File: src/rtl/spi_cfg_master_if.sv
// Request/response port between a sequencer FSM and spi_cfg_master.
// The sequencer side uses the master modport; the SPI engine uses slave.
interface spi_cfg_master_if #(
  parameter int WORD_W   = 16,
  parameter int CS_SEL_W = 1
);
  logic                req_valid;
  logic                req_ready;
  logic [WORD_W-1:0]   req_word;
  logic [CS_SEL_W-1:0] req_cs;
  logic                req_read;
  logic                rsp_valid;
  logic [WORD_W-1:0]   rsp_data;

  modport master (
    output req_valid, req_word, req_cs, req_read,
    input  req_ready, rsp_valid, rsp_data
  );

  modport slave (
    input  req_valid, req_word, req_cs, req_read,
    output req_ready, rsp_valid, rsp_data
  );
endinterface

File: src/rtl/spi_cfg_master.sv
// Parametrised SPI configuration master: MSB-first writes with optional SDI
// readback, programmable SCLK divider and multiple active-low chip selects.
//
// state      | meaning
// S_IDLE     | lines idle, req_ready high, waiting for a request
// S_SHIFT_HI | SCLK high for DIV cycles, SDATA launched on the first cycle
// S_SHIFT_LO | SCLK low for DIV cycles, slave samples on the falling edge
// S_END      | deselect, pulse rsp_valid for reads
// S_GAP      | DIV idle cycles before the next request is accepted
module spi_cfg_master #(
  parameter int WORD_W   = 16,
  parameter int DIV      = 2,
  parameter int NUM_CS   = 2,
  parameter int CS_SEL_W = 1
) (
  input  logic              clock,
  input  logic              reset,
  spi_cfg_master_if.slave   host,
  output logic              busy,
  output logic              SCLK,
  output logic              SDATA,
  input  logic              SDI,
  output logic [NUM_CS-1:0] SEN
);
  localparam int TMR_W = $clog2(DIV);
  localparam int CNT_W = $clog2(WORD_W);
  localparam logic [TMR_W-1:0]    TMR_LOAD = TMR_W'(DIV - 1);
  localparam logic [CNT_W-1:0]    LAST_BIT = CNT_W'(WORD_W - 1);
  localparam logic [CS_SEL_W:0]   CS_LIMIT = (CS_SEL_W + 1)'(NUM_CS);

  typedef enum logic [2:0] {S_IDLE, S_SHIFT_HI, S_SHIFT_LO, S_END, S_GAP} state_t;

  state_t            state;
  logic [TMR_W-1:0]  tmr;
  logic [CNT_W-1:0]  bit_cnt;
  logic [WORD_W-1:0] word_sr;
  logic [WORD_W-1:0] cap;
  logic              read_q;
  logic              ready_q;
  logic              rsp_valid_q;
  logic [WORD_W-1:0] rsp_data_q;
  logic              cs_ok;

  assign cs_ok          = {1'b0, host.req_cs} < CS_LIMIT;
  assign host.req_ready = ready_q;
  assign host.rsp_valid = rsp_valid_q;
  assign host.rsp_data  = rsp_data_q;
  assign busy           = ~ready_q;

  always_ff @(posedge clock) begin
    if (!reset) begin
      state       <= S_IDLE;
      tmr         <= '0;
      bit_cnt     <= '0;
      word_sr     <= '0;
      cap         <= '0;
      read_q      <= 1'b0;
      ready_q     <= 1'b0;
      rsp_valid_q <= 1'b0;
      rsp_data_q  <= '0;
      SCLK        <= 1'b1;
      SDATA       <= 1'b0;
      SEN         <= '1;
    end else begin
      rsp_valid_q <= 1'b0;
      case (state)
        S_IDLE: begin
          ready_q <= 1'b1;
          if (host.req_valid && ready_q) begin
            ready_q <= 1'b0;
            word_sr <= host.req_word;
            read_q  <= host.req_read;
            cap     <= '0;
            bit_cnt <= '0;
            tmr     <= TMR_LOAD;
            // An out-of-range select runs a dummy transaction with no bus activity.
            if (cs_ok) begin
              for (int i = 0; i < NUM_CS; i++)
                SEN[i] <= !(host.req_cs == CS_SEL_W'(i));
              state <= S_SHIFT_HI;
            end else begin
              state <= S_END;
            end
          end
        end
        S_SHIFT_HI: begin
          if (tmr == TMR_LOAD)
            SDATA <= word_sr[WORD_W-1];
          if (tmr == '0) begin
            SCLK  <= 1'b0;
            tmr   <= TMR_LOAD;
            state <= S_SHIFT_LO;
          end else begin
            tmr <= tmr - TMR_W'(1);
          end
        end
        S_SHIFT_LO: begin
          if (tmr == '0) begin
            SCLK    <= 1'b1;
            cap     <= {cap[WORD_W-2:0], SDI};
            word_sr <= {word_sr[WORD_W-2:0], 1'b0};
            tmr     <= TMR_LOAD;
            if (bit_cnt == LAST_BIT) begin
              state <= S_END;
            end else begin
              bit_cnt <= bit_cnt + CNT_W'(1);
              state   <= S_SHIFT_HI;
            end
          end else begin
            tmr <= tmr - TMR_W'(1);
          end
        end
        S_END: begin
          SEN   <= '1;
          SDATA <= 1'b0;
          if (read_q) begin
            rsp_valid_q <= 1'b1;
            rsp_data_q  <= cap;
          end
          tmr   <= TMR_LOAD;
          state <= S_GAP;
        end
        S_GAP: begin
          if (tmr == '0) begin
            bit_cnt <= '0;
            ready_q <= 1'b1;
            state   <= S_IDLE;
          end else begin
            tmr <= tmr - TMR_W'(1);
          end
        end
        default: state <= S_IDLE;
      endcase
    end
  end
endmodule

File: src/flat_wrapper.sv
// flat-port wrapper written by rule: the top's interface ports become plain ports
module spi_cfg_master_flat 
#(
  parameter int WORD_W   = 16,
  parameter int DIV      = 2,
  parameter int NUM_CS   = 2,
  parameter int CS_SEL_W = 1
)
  (clock, reset, busy, SCLK, SDATA, SDI, SEN, host_req_valid, host_req_word, host_req_cs, host_req_read, host_req_ready, host_rsp_valid, host_rsp_data);
  spi_cfg_master_if #(.WORD_W(WORD_W), .CS_SEL_W(CS_SEL_W)) host_i ();
  input  logic clock;
  input  logic reset;
  output logic busy;
  output logic SCLK;
  output logic SDATA;
  input  logic SDI;
  output logic [NUM_CS-1:0] SEN;
  input wire logic [$bits(host_i.req_valid)-1:0] host_req_valid;
  input wire logic [$bits(host_i.req_word)-1:0] host_req_word;
  input wire logic [$bits(host_i.req_cs)-1:0] host_req_cs;
  input wire logic [$bits(host_i.req_read)-1:0] host_req_read;
  output wire logic [$bits(host_i.req_ready)-1:0] host_req_ready;
  output wire logic [$bits(host_i.rsp_valid)-1:0] host_rsp_valid;
  output wire logic [$bits(host_i.rsp_data)-1:0] host_rsp_data;
  assign host_i.req_valid = host_req_valid;
  assign host_i.req_word = host_req_word;
  assign host_i.req_cs = host_req_cs;
  assign host_i.req_read = host_req_read;
  assign host_req_ready = host_i.req_ready;
  assign host_rsp_valid = host_i.rsp_valid;
  assign host_rsp_data = host_i.rsp_data;
  spi_cfg_master #(.WORD_W(WORD_W), .DIV(DIV), .NUM_CS(NUM_CS), .CS_SEL_W(CS_SEL_W)) u_core (.clock(clock), .reset(reset), .host(host_i), .busy(busy), .SCLK(SCLK), .SDATA(SDATA), .SDI(SDI), .SEN(SEN));
endmodule
File: config.mk
export PLATFORM = sky130hd
export DESIGN_NAME = spi_cfg_master_flat
export DESIGN_NICKNAME = d
export VERILOG_FILES = /design/src/rtl/spi_cfg_master_if.sv /design/src/rtl/spi_cfg_master.sv /design/src/flat_wrapper.sv
export SDC_FILE = /design/constraint.sdc
export NUM_CORES = 1
export LEC_CHECK = 0
export ABC_CLOCK_PERIOD_IN_PS = 5600
export BUFFER_PORTS_ARGS = -buffer_cell sky130_fd_sc_hd__buf_2
export CORE_MARGIN = 4
export CORE_UTILIZATION = 35
export CTS_BUF_LIST = sky130_fd_sc_hd__clkbuf_8 sky130_fd_sc_hd__clkbuf_16
export DETAILED_ROUTE_END_ITERATION = 8
export GPL_ROUTABILITY_DRIVEN = 0
export PLACE_DENSITY = 0.56
export SYNTH_ARGS = -nofsm -noshare
export SYNTH_HDL_FRONTEND = slang
export SYNTH_SLANG_ARGS = --single-unit
File: constraint.sdc
create_clock -name clock -period 5.6 [get_ports clock]
set_clock_uncertainty 0.2 [all_clocks]
set_input_delay 0.28 -clock clock [delete_from_list [all_inputs] [get_ports clock]]
set_output_delay 0.28 -clock clock [all_outputs]
set_load 0.05 [all_outputs]
==> results by group <==
Status
  • Outcome: complete, no violations

Critical path
  • Critical Path Fanout Max: 21
  • CP endpoint kind: flip-flop
  • Max incr delay on CP: ~0.95 ns
  • Critical path class: reg2reg
  • Reg2Reg Launch Point: u_core.state[1]
  • Crit path launch: u_core.state[1]
  • WP data arrival: 3.09 ns
  • Cell family with most CP delay: simple AND/OR/NAND/NOR gates
  • Slowest cell on the critical path: nor2b_1
  • Required time worst endpoint: 5.64 ns
  • Crit-path cells: nor3b_2 -> buf_4 -> nor2b_1 -> a21oi_1 -> a311oi_1
  • Startpoint types: flip-flop
  • WP buf/inv: 1

Clock network
  • Max Buffers Root-to-Sink: 2
  • Skew-Pair Late Insertion Delay: 0.34 ns
  • # hold bufs at CTS: 2
  • Clock sink count: 63
  • Root buf cell: clkbuf_8
  • CTS clock-pin slew for the worst setup and hold paths: ~0.070 ns
  • Number of CTS-inserted buffers: 9
  • H-tree levels: 3
  • CTS resizes: 0
  • Postcts setup bufs: 0
  • CTS tree: done

Synth
  • Top FF cell, synth: dfxtp_1
  • Post-synth EDFFs: 0
  • Post-Syn Nets: about 330
  • Cell count after synthesis: 308
  • Most numerous cell in the Yosys netlist: dfxtp_1
  • Top cells by area, synth: dfxtp_1 (47%), nand2_1 (8.2%), a21oi_1 (7.9%)
  • Sequential cell area fraction in the yosys report: 0.473
  • Synth cell types: 38
  • Synthesized area per cell: between 8 and 9 um^2
  • Top cells by count, synth: dfxtp_1 (63), nand2_1 (58), a21oi_1 (42), nor2_1 (26), nand3_1 (24)
  • Synth area leader: dfxtp_1
  • Synth Cell Area: 2670 um^2
  • Yosys top cell area share: 0.473
  • Async S/R FF share, synth: 0
  • Synthesized flop and latch total: 63
  • YS warnings: 0

Pwr
  • Final Power: ~1.1 mW
  • PwrDens: approximately 340 nW/um^2
  • Maximum VDD drop: 0.272 mV
  • Static leakage: 1.12 nW

Routing
  • Routed WL per cell: about 13 um
  • Vias: 2224
  • Via density per instance: between 4 and 5
  • Final ANT Viol Nets: 0
  • DRC violation count after routing: 0
  • Initial DRC count: 92
  • Pre-Repair DR Iteration Count: 4
  • Final wirelength: 5650 um

Die
  • Rows: 31
  • Starting Density: 0.364
  • Core footprint: 7330 um^2
  • Die width: 95.3 um
  • Full die area: between 9000 and 10000 um^2
  • IO Count: 45
  • Chip height: approximately 95 um

Timing
  • F_max: 328 MHz
  • Max-slew violation count: 0
  • Fin crit period: roughly 3 ns
  • RSZ-0062 raised after global routing: no
  • Tcrit/Tclk final: 0.544
  • Count of final hold-check violations: 0
  • Setup violations, final: 0
  • Setup TNS: 0 ns
  • Worst-Margin Slew: roughly 1.2 ns
  • Rel. slew slack: 0.229
  • Final WS setup: 2.55 ns

GRT
  • Tot GR Track Use: 0.133
  • Vias in the first global route: 1980
  • First-pass GRT wire length: 9360 um
  • Largest net degree at the start of global routing: 57
  • Total gr overflow: 0
  • Antenna violations before repair: 0

Hold path
  • HP Class: in2reg
  • Min-delay src: host_req_word[0]

Placed design
  • DP HPWL: 3610 um
  • Worst slack, placed: 2.55 ns
  • IO Port Bufs: 44
  • Post-DP Area: 2910 um^2

Job
  • MaxCap Viol Count: 0

Finish
  • Syn-to-layout area delta: 18.2%
  • Share of cells above drive strength 1: 0.231
  • Post-layout util: 0.430
  • Nets: between 300 and 400
  • Final Instance Area: 3150 um^2
  • Diode count: 0
cell type report:
| type | count | area, um^2 |
|---|---|---|
| clock buffers | 10 | 138 |
| repair buffers | 48 | 255 |
| clock inverters | 6 | 85.1 |
| inverters | 3 | 11.3 |
| well taps | 99 | 124 |
| fillers | 736 | 4180 |
| flip-flops and latches | 63 | 1260 |
| multi-input cells | 216 | 1280 |
flip-flops by register name, indices dropped and copies added, names as in the netlist:
register	count
u_core.bit_cnt	4
u_core.SCLK	1
u_core.host.rsp_valid	1
u_core.host.req_ready	1
u_core.read_q	1
u_core.SEN	2
u_core.tmr	1
u_core.cap	16
u_core.state	3
u_core.SDATA	1
u_core.host.rsp_data	16
u_core.word_sr	16
where the power goes:
part / leakage, nW / total, mW / internal [mW] / switching [mW]
registers: 0.511 / 0.499 / 0.473 / 0.0256
logic: 0.499 / 0.149 / 0.0555 / 0.0935
clock network: 0.114 / 0.436 / 0.261 / 0.175
stage by stage:
stage	hold WS [ns]	instances
3_5_place_dp	0.245	427
5_1_grt	0.0128	445
6_report	0.0310	445
4_1_cts	0.0205	445
2_1_floorplan	0.216	308
3_3_place_gp	0.242	427
worst register-to-register path: stages (launching register included):
cell and delay, ns:
dfxtp_1 0.75, nor3b_2 0.28, buf_4 0.32, nor2b_1 0.96, a21oi_1 0.18, a311oi_1 0.27
cell usage in the layout, fill, tap and decap left out, drive strengths merged:
master,Yosys,routed
a2111oi,1,1
a211oi,15,15
a21oi,42,42
a2bb2oi,1,1
a311oi,1,1
a31oi,2,2
a32oi,1,1
a41oi,1,1
and3,1,1
buf,12,46
bufinv,0,2
clkbuf,14,10
clkinv,0,2
clkinvlp,0,1
dfxtp,63,63
dlygate4sd3,0,2
ha,1,1
inv,3,4
mux2i,17,17
nand2,58,58
nand2b,2,2
nand3,24,24
nand3b,1,1
nand4b,1,1
nor2,26,26
nor2b,2,2
nor3,3,3
nor3b,3,3
nor4,2,2
o2111ai,1,1
o21ai,4,4
o41ai,1,1
or3,1,1
or3b,1,1
or4,1,1
or4b,1,1
xnor2,1,1
routing by layer:
layer	vias up	wire length, um	share of wire	GRT usage
met4	0	68	0.012	0.0361
li1	1141	-	-	-
met3	7	389	0.069	0.0718
met1	1031	2710	0.48	0.167
met2	45	2490	0.44	0.197
met5	-	0	0	0
cells by family (layout without fill, tap and decap cells):
kind of cell,after synthesis,count (layout),share of synthesized area
muxes,17,17,0.0638
adders and majority gates,1,1,0.00469
AOI/OAI and AO/OA,70,70,0.187
xor gates and xnor gates,1,1,0.00328
buffers and inverters,29,67,0.0539
and+or+nand+nor,127,127,0.214
DFF,63,63,0.473
path summary, 6_finish.rpt:
check,to,slack (ns),cells after the start
setup / recovery,u_core.bit_cnt[2],2.55,5
hold / removal,u_core.word_sr[0],0.03,3
setup reg to reg,u_core.bit_cnt[2],2.55,5
hold reg to reg,u_core.host.rsp_data[11],0.25,2
Power figures use the tool's default switching activity.
